[config.mk]
export PLATFORM = sky130hd
export DESIGN_NAME = fifo_ctrl
export DESIGN_NICKNAME = d
export VERILOG_FILES = /design/src/rtl/fifo_ctrl.sv
export SDC_FILE = /design/constraint.sdc
export NUM_CORES = 1
export LEC_CHECK = 0
export ABC_AREA = 1
export CAP_MARGIN = 30
export CORE_ASPECT_RATIO = 1.5
export CORE_UTILIZATION = 40
export CTS_BUF_LIST = sky130_fd_sc_hd__clkbuf_8
export DETAILED_ROUTE_END_ITERATION = 10
export GPL_TIMING_DRIVEN = 0
export PLACE_DENSITY_LB_ADDON = 0.12
export SLEW_MARGIN = 20
export SYNTH_ARGS = -nofsm -noshare
export SYNTH_HDL_FRONTEND = slang
export SYNTH_SLANG_ARGS = --single-unit
[constraint.sdc]
create_clock -name clk -period 1.9 [get_ports clk]
set_input_delay 0.38 -clock clk [delete_from_list [all_inputs] [get_ports clk]]
set_output_delay 0.38 -clock clk [all_outputs]
set_load 0.05 [all_outputs]
[src/rtl/fifo_ctrl.sv]
// Synchronous FIFO controller driving an external memory with one-cycle read latency.
// Holds full/empty for DEPTH cycles after reset while the memory sweeps itself clear.
module fifo_ctrl #(
  parameter int unsigned DATA_WIDTH   = 8,
  parameter int unsigned ADDR_WIDTH   = 5,
  parameter int unsigned AFULL_THRESH = 28
) (
  input  logic                  clk,
  input  logic                  rstn,
  input  logic                  push,
  input  logic [DATA_WIDTH-1:0] push_data,
  input  logic                  pop,
  output logic [DATA_WIDTH-1:0] pop_data,
  output logic                  pop_valid,
  output logic                  full,
  output logic                  empty,
  output logic                  almost_full,
  output logic [ADDR_WIDTH:0]   count,
  output logic                  overflow,
  output logic                  underflow,
  input  logic                  clear_err,
  output logic                  mem_write_en,
  output logic                  mem_read_en,
  output logic [ADDR_WIDTH-1:0] mem_write_addr,
  output logic [ADDR_WIDTH-1:0] mem_read_addr,
  output logic [DATA_WIDTH-1:0] mem_write_data,
  input  logic [DATA_WIDTH-1:0] mem_read_data
);

  localparam int unsigned PtrW = ADDR_WIDTH + 1;

  typedef enum logic [0:0] {StInit, StRun} state_e;

  state_e                state_q, state_d;
  logic [ADDR_WIDTH-1:0] init_cnt_q, init_cnt_d;
  logic [PtrW-1:0]       wptr_q, wptr_d;
  logic [PtrW-1:0]       rptr_q, rptr_d;
  logic                  pop_valid_q, pop_valid_d;
  logic                  overflow_q, overflow_d;
  logic                  underflow_q, underflow_d;

  logic                  run;
  logic                  ptr_empty;
  logic                  ptr_full;
  logic [PtrW-1:0]       ptr_diff;
  logic                  push_acc;
  logic                  pop_acc;

  // Pointer-derived status; the wrap bit distinguishes full from empty.
  always_comb begin
    run       = (state_q == StRun);
    ptr_empty = (wptr_q == rptr_q);
    ptr_full  = (wptr_q[ADDR_WIDTH-1:0] == rptr_q[ADDR_WIDTH-1:0]) &&
                (wptr_q[ADDR_WIDTH] != rptr_q[ADDR_WIDTH]);
    ptr_diff  = wptr_q - rptr_q;
    push_acc  = run & push & ~ptr_full;
    pop_acc   = run & pop & ~ptr_empty;
  end

  always_comb begin
    state_d    = state_q;
    init_cnt_d = init_cnt_q;
    unique case (state_q)
      StInit: begin
        init_cnt_d = init_cnt_q + 1'b1;
        if (&init_cnt_q) begin
          state_d = StRun;
        end
      end
      StRun: begin
        state_d = StRun;
      end
      default: begin
        state_d = StInit;
      end
    endcase
  end

  always_comb begin
    wptr_d      = wptr_q;
    rptr_d      = rptr_q;
    pop_valid_d = pop_acc;
    overflow_d  = overflow_q & ~clear_err;
    underflow_d = underflow_q & ~clear_err;
    if (push_acc) begin
      wptr_d = wptr_q + 1'b1;
    end
    if (pop_acc) begin
      rptr_d = rptr_q + 1'b1;
    end
    // A new error event wins over a coincident clear.
    if (run && push && ptr_full) begin
      overflow_d = 1'b1;
    end
    if (run && pop && ptr_empty) begin
      underflow_d = 1'b1;
    end
  end

  always_ff @(posedge clk or negedge rstn) begin
    if (!rstn) begin
      state_q     <= StInit;
      init_cnt_q  <= '0;
      wptr_q      <= '0;
      rptr_q      <= '0;
      pop_valid_q <= 1'b0;
      overflow_q  <= 1'b0;
      underflow_q <= 1'b0;
    end else begin
      state_q     <= state_d;
      init_cnt_q  <= init_cnt_d;
      wptr_q      <= wptr_d;
      rptr_q      <= rptr_d;
      pop_valid_q <= pop_valid_d;
      overflow_q  <= overflow_d;
      underflow_q <= underflow_d;
    end
  end

  always_comb begin
    full           = run ? ptr_full : 1'b1;
    empty          = run ? ptr_empty : 1'b1;
    count          = ptr_diff;
    almost_full    = run & (ptr_diff >= PtrW'(AFULL_THRESH));
    pop_valid      = pop_valid_q;
    overflow       = overflow_q;
    underflow      = underflow_q;
    mem_write_en   = push_acc;
    mem_read_en    = pop_acc;
    mem_write_addr = wptr_q[ADDR_WIDTH-1:0];
    mem_read_addr  = rptr_q[ADDR_WIDTH-1:0];
    mem_write_data = push_data;
    pop_data       = mem_read_data;
  end

endmodule

# Word-level counts from Yosys, hierarchy flattened
# Cells that the tools add are included.
word_totals:
  regBits: 21
  inputBits: 21
  output_inout_bits: 40
  wordCells: 38
classes:
  addsub: 4
  magnitude_cmp: 1
  n_eq_ne: 3
  muxes: 6
  n_bitwise: 11
  n_reduce_logical: 6
ops:
  columns: ["operator", "n"]
  rows:
  - ["adder 6 x 1 -> 6 bit, second input constant", 2]
  - ["AND 1 bit", 7]
  - ["equality test 6 bit", 1]
  - ["greater-or-equal comparator 6 x 5 -> 1 bit, second input constant", 1]
  - ["subtractor 6 bit", 1]
  - ["adder 5 x 1 -> 5 bit, second input constant", 1]
  - ["equality test 5 bit", 1]
  - ["logical AND 1 bit", 5]
  - ["2-to-1 mux 1 bit", 5]
  - ["AND reduction 5 bit", 1]
  - ["inverter 1 bit", 4]
  - ["case mux 1 bit (2 select lines)", 1]
  - ["!= test 1 bit", 1]

# Longest topological paths before layout
# Gate-level depths: netlist of the first run.
depth:
  ltp_word: 4
  depth_mapped: 11
  ltp_nobuf: 10

# Least setup slack after synthesis of the first run
# No wires, ideal clock.
synth_path:
  path_type: "register to output"
  from: "register wptr_q[0]"
  to: "output port almost_full"
  arrival_ns: 2.830
  t_required_ns: 1.520
  slack_ns: -1.310
  path_stages_with_launch: 8
  path_buffers: 0
  cell_sequence: "dfrtp_1 -> inv_1 -> ha_1 -> inv_1 -> fa_1 -> xor2_1 -> nand3_1 -> a21oi_1"
synth_via:
  elab_chain_len: 3
synth_rtl:
  columns: ["item", "line", "source"]
  rows:
  - ["start, declared", "36", "logic [PtrW-1:0] wptr_q, wptr_d;"]
  - ["start signal, assigned", "112", "wptr_q <= wptr_d;"]
  - ["subtractor 6 bit", "55", "ptr_diff = wptr_q - rptr_q;"]
  - ["named net count[2]", "18", "output logic [ADDR_WIDTH:0] count,"]
  - ["greater-or-equal comparator 6 x 5 -> 1 bit", "124", "almost_full = run & (ptr_diff >= PtrW'(AFULL_THRESH));"]
  - ["AND 1 bit", "124", null]
  - ["end, declared", "17", "output logic almost_full,"]
# The timed path passes the listed nets, and every way through them passes these cells.

# Worst setup path in the final report of the first run
layout_path:
  from: "register wptr_q[0]"
  to: "output port almost_full"
layout_via:
  elab_chain_len: 3
layout_rtl:
  columns: ["item", "line"]
  rows:
  - ["subtractor 6 bit", "55"]
  - ["greater-or-equal comparator 6 x 5 -> 1 bit", "124"]
  - ["AND 1 bit", "124"]
# Every way passes these cells.

==> results of run 1 <==
[sequential cells by signal (all words and copies together) (netlist names)]
signal	count
underflow	1
rptr_q	6
init_cnt_q	5
overflow	1
run	1
wptr_q	6
pop_valid	1
[worst max-delay path by stage]
stage | start | endpoint | slack (ps)
6_report | wptr_q[0]$_DFFE_PN0P_ | almost_full | -550
5_1_grt | wptr_q[0]$_DFFE_PN0P_ | almost_full | -610
4_1_cts | wptr_q[0]$_DFFE_PN0P_ | almost_full | -500
3_5_place_dp | wptr_q[0]$_DFFE_PN0P_ | almost_full | -970
3_3_place_gp | wptr_q[0]$_DFFE_PN0P_ | almost_full | -970
2_1_floorplan | wptr_q[0]$_DFFE_PN0P_ | almost_full | -410
[per-stage QoR]
step	setup WS, ps	util [%]
floorplan	-411	-
finish	-545	72.2
global placement	-972	60.0
CTS	-505	69.1
global route	-613	72.2
detailed placement	-966	60.4
[synthesized netlist by cell type, drive strengths merged]
| cell type | n | area share [%] |
|---|---|---|
| or2 | 1 | 0.42 |
| nand3 | 11 | 3.7 |
| xor2 | 8 | 4.7 |
| o21ai | 6 | 2.8 |
| xnor2 | 3 | 1.8 |
| inv | 29 | 7.3 |
| buf | 28 | 14 |
| ha | 9 | 7.6 |
| nor3 | 3 | 1.8 |
| nor2 | 3 | 0.76 |
| nand4 | 4 | 1.7 |
| fa | 1 | 1.3 |
| a21oi | 2 | 0.67 |
| nand2 | 55 | 15 |
| dfrtp | 21 | 35 |
| o22ai | 2 | 0.84 |
[final cells by class]
class,count,area [µm²],share of cell area [%]
inverter,29,125,4.98
sequential,21,532,21.2
clock buffer,3,41.3,1.64
timing repair buffer,73,701,27.9
multi-input combinational,108,857,34.1
clock inverter,1,3.75,0.149
buffer,27,200,7.97
tap,42,52.6,2.09
[cells by family after synthesis]
logic type               share of synthesized area [%]
adder cells (fa/ha/maj)                           8.92
XOR/XNOR                                          6.48
flip-flops                                        35.4
AND/OR/NAND/NOR                                   23.4
AO/OA/AOI/OAI                                     4.29
buffers and inverters                             21.5
[per-layer routing]
metal	global-route usage [%]	vias to the layer above	share of wire [%]
met5	0	-	0
met4	7.30	0	1.7
met3	1.98	7	2.0
met2	36.2	24	58
met1	21.4	651	39
li1	-	700	-
[timing repair]
action | 4_1_cts | 5_1_grt
buffers inserted | 22 | 7
endpoints found under the hold margin | 0 | 0
resized for setup | 109 | 21
setup endpoints to repair | 26 | 10
pin swaps | 15 | 16
==> flow_summary.ini, run 1 <==
[status]
status = finished with violations
failed_checks = setup timing

[clock_network]
cts_htree_levels = 1
cts_sinks = 21
root_buffer = clkbuf_8
clkTransAtPathRegs_ps = 80
cts.hold.buffers_added = 0
clk_path_buf_depth = 2
clkLatencyLatePin_ps = 260
numCtsBuffers = 3
cts_tree = done

[yosys]
ys_warn_count = 0
avgSynthCellArea_um2 = 7.99
ys_seq_elements = 21
synth_cells = 186
netlist_area_mm2 = 0.00149
synthesis.nets = 217
synth.distinct_cells = 24
ys_seq_area_share_pct = 35.4

[min_path]
hp-class = primary input to async pin

[routing]
wl_per_cell_um = 12.3
wl_mm = 3.73
viasPerCell = 4.55
drc = 0
num_vias = 1382
first_iter_violations = 24
dr.pass1.iters = 4
drtAntennaViolNets = 0

[setup_path]
cp-end-kind = output pin
cp-start-kind = register
r2r-start = rptr_q[0]$_DFFE_PN0P_
rr_endpoint = rptr_q[5]$_DFFE_PN0P_
slowest_delay_ps = 400
crit_type = register to output pin
cp_max_fo = 2
rrSetupSlack_ps = 160
worst-r2r-cell-count = 9
cp.buffers_inverters = 4
critical_path_cell_count = 9
critical-path-slowest-cell = dfrtp_1
cp_top_family = adder cells
crit_arrival_ps = 2070
path_cells = inv_2 -> ha_4 -> inv_4 -> fa_2 -> buf_4 -> xor2_4 -> nand3_4 -> a21oi_4 -> buf_6
required_ps = 1520

[floorplan]
die_h_um = 76.7
die-area_mm2 = 0.00397
initial_core_util_pct = 42.7
fp-row-count = 26
io_pins = 61
core_area_mm2 = 0.00348
die_width_um = 51.8

[place]
gp_congestion = 0.752
dp.cells = 273
dpl.hpwl_mm = 2.49
portBuffers = 44
place_area_mm2 = 0.00210

[layout]
final_cell_mix = buf_4 (54), nand2_1 (36), clkdlybuf4s50_1 (23)
instances_no_fill = 304
final_common_cell = buf_4
final_area_mm2 = 0.00251
syn2layout_area_growth_pct = 69.0
final_net_count = 294
n_fill_cell = 288
drive_above_1_share_pct = 47.7
diodes = 0

[sta]
fin_skew_ps = 3.70
max_freq_mhz = 409
slew_viol_final = 0
post-route-period-util_pct = 129
finalSetupViolations = 10
setup_slack_ps = -545
max_slew_margin_pct = 65.8
finalSetupTns_ps = -2430
rsz0062_at_grt = true
hold_slack_ps = 405
worst_pin_slew_ps = 512
finalHoldViolations = 0
period_needed_ps = 2450

[global_routing]
track_usage_pct = 19.4
grt_pass1_wl_mm = 5.85
grt_max_degree = 17
antenna_found_initial = 0
grt-ovfl-total = 0
grt_pass1_vias = 1353

[job]
maxCapViolCount = 0
Power of run 1 is not shown: default switching activity piles up to over one toggle a cycle in this logic, so the estimate is an artifact.
==> run 2, diff against run 1 <==
SLEW_MARGIN = 40   (was 20)
TNS_END_PERCENT = 100   (was default)
==> run 2 against run 1 <==
- the run still ends with setup timing left
- cell count decreased by 1.3%
- register-to-register slack lost 70 ps
- fmax is 2.2% higher
- worst hold slack got worse by 330 ps
- core utilization decreased by 2.0 points
- via count is 0.43% lower
- global-route usage down 0.30 points
- clock skew barely moved
- critical path type unchanged
==> flow_summary.ini, run 2 (same netlist as run 1, synthesis figures left out) <==
[floorplan]
core_area_mm2 = 0.00348
die-area_mm2 = 0.00397
die_width_um = 51.8
fp-row-count = 26
initial_core_util_pct = 42.7
io_pins = 61
die_h_um = 76.7

[clock_network]
cts_htree_levels = 1
clkTransAtPathRegs_ps = 70
cts_tree = done
clkLatencyLatePin_ps = 260
cts_sinks = 21
root_buffer = clkbuf_8
numCtsBuffers = 3
clk_path_buf_depth = 2

[min_path]
hp-class = primary input to async pin

[layout]
top_regs = rptr_q x6, wptr_q x6, init_cnt_q x5
final_common_cell = buf_4
final_cell_mix = buf_4 (51), nand2_1 (39), clkdlybuf4s50_1 (22)
diodes = 0
fin_util_pct = 70.1
syn2layout_area_growth_pct = 64.2
instances_no_fill = 300
final_net_count = 290
final_area_mm2 = 0.00244
drive_above_1_share_pct = 45.3

[setup_path]
cp-start-kind = register
cp-end-kind = output pin
worst-r2r-cell-count = 10
required_ps = 1520
cp_max_fo = 2
rr_endpoint = wptr_q[5]$_DFFE_PN0P_
r2r-start = rptr_q[0]$_DFFE_PN0P_
crit_type = register to output pin
crit_arrival_ps = 2010
rrSetupSlack_ps = 90

[job]
maxCapViolCount = 0

[routing]
drc = 0
viasPerCell = 4.59
wl_mm = 3.44
num_vias = 1376
dr.pass1.iters = 4
wl_per_cell_um = 11.5
drtAntennaViolNets = 0
first_iter_violations = 22

[global_routing]
grt_pass1_vias = 1376
grt_max_degree = 22
grt_pass1_wl_mm = 5.80
track_usage_pct = 19.1
grt-ovfl-total = 0
antenna_found_initial = 0

[sta]
period_needed_ps = 2390
max_freq_mhz = 418
finalSetupTns_ps = -2220
finalHoldViolations = 0
setup_slack_ps = -493
slew_viol_final = 0
worst_pin_slew_ps = 513
rsz0062_at_grt = true
fin_skew_ps = 3.89
max_slew_margin_pct = 65.7
post-route-period-util_pct = 126
finalSetupViolations = 10

[place]
portBuffers = 44
dp.cells = 272
dpl.hpwl_mm = 2.42
gp_congestion = 0.752
place_area_mm2 = 0.00208

[status]
failed_checks = setup timing
status = finished with violations
==> run 2: cell count changes in the layout (fill, tap and decap cells not counted), moves of 2 or more <==
| cell | delta |
|---|---|
| buf_4 | -3 |
| nand2_2 | -2 |
| nand3_1 | +2 |
| nand2_1 | +3 |
==> run 2: worst max path at each step <==
stage                          start           to  slack (ps)
6_report       wptr_q[0]$_DFFE_PN0P_  almost_full        -490
5_1_grt        wptr_q[0]$_DFFE_PN0P_  almost_full        -570
4_1_cts        wptr_q[0]$_DFFE_PN0P_  almost_full        -500
3_5_place_dp   wptr_q[0]$_DFFE_PN0P_  almost_full        -960
3_3_place_gp   wptr_q[0]$_DFFE_PN0P_  almost_full        -970
2_1_floorplan  wptr_q[0]$_DFFE_PN0P_  almost_full        -410
==> run 2: per-stage QoR <==
step / setup WS (ps) / hold WS [ps]
2_1_floorplan: -411 / 84.4
3_3_place_gp: -972 / 471
6_report: -493 / 72.9
4_1_cts: -498 / 83.5
3_5_place_dp: -962 / 371
5_1_grt: -570 / 106
==> run 2: worst max-delay path: stages (launching register included) <==
cell and delay [ps]:
dfrtp_1 390, inv_2 80, ha_4 130, inv_4 40
fa_2 390, buf_4 160, xor2_4 160, nand3_4 110
a21oi_4 130, buf_6 170
==> run 2: routing by layer <==
layer / global-route usage, % / routed length [µm] / share of wire, % / vias to the layer above
li1: - / - / - / 693
met2: 35.1 / 1990 / 58 / 25
met3: 1.19 / 56 / 1.6 / 6
met1: 22.3 / 1350 / 39 / 652
met4: 7.03 / 44 / 1.3 / 0
met5: 0 / 0 / 0 / -
==> run 2: area by class of cell <==
type | count | area [µm²]
multi-input combinational | 108 | 823
clock buffer | 3 | 41.3
fill | 290 | 1040
tap | 42 | 52.6
sequential | 21 | 532
inverter | 29 | 125
buffer | 27 | 200
timing repair buffer | 69 | 662
clock inverter | 1 | 5.00
==> run 2: what timing repair did <==
action                                  4_1_cts  5_1_grt
setup buffers                                22        4
cloned                                        0        0
pin swaps                                    15       13
hold buffers                                  0        0
endpoints found under the setup margin       26       10
gates resized for setup                     111       12
Power of run 2 is left out for the same reason.
==> run 3, diff against run 2 <==
MAX_ROUTING_LAYER = met4   (was default)
==> results of run 3 <==
Same layout as run 2: the final DEF is identical, and so are final timing and power.
Among the figures that moved: final weighted congestion in routability-driven placement 0.752 -> 0.762; wire length of the first global-routing pass 5800 µm -> 5810 µm; via count of the first global-routing pass 1376 -> 1375; overall routing resource usage 19.1% -> 19.6%; violation count after the first detailed-route iteration 22 -> 20
Power of run 3 is left out for the same reason.
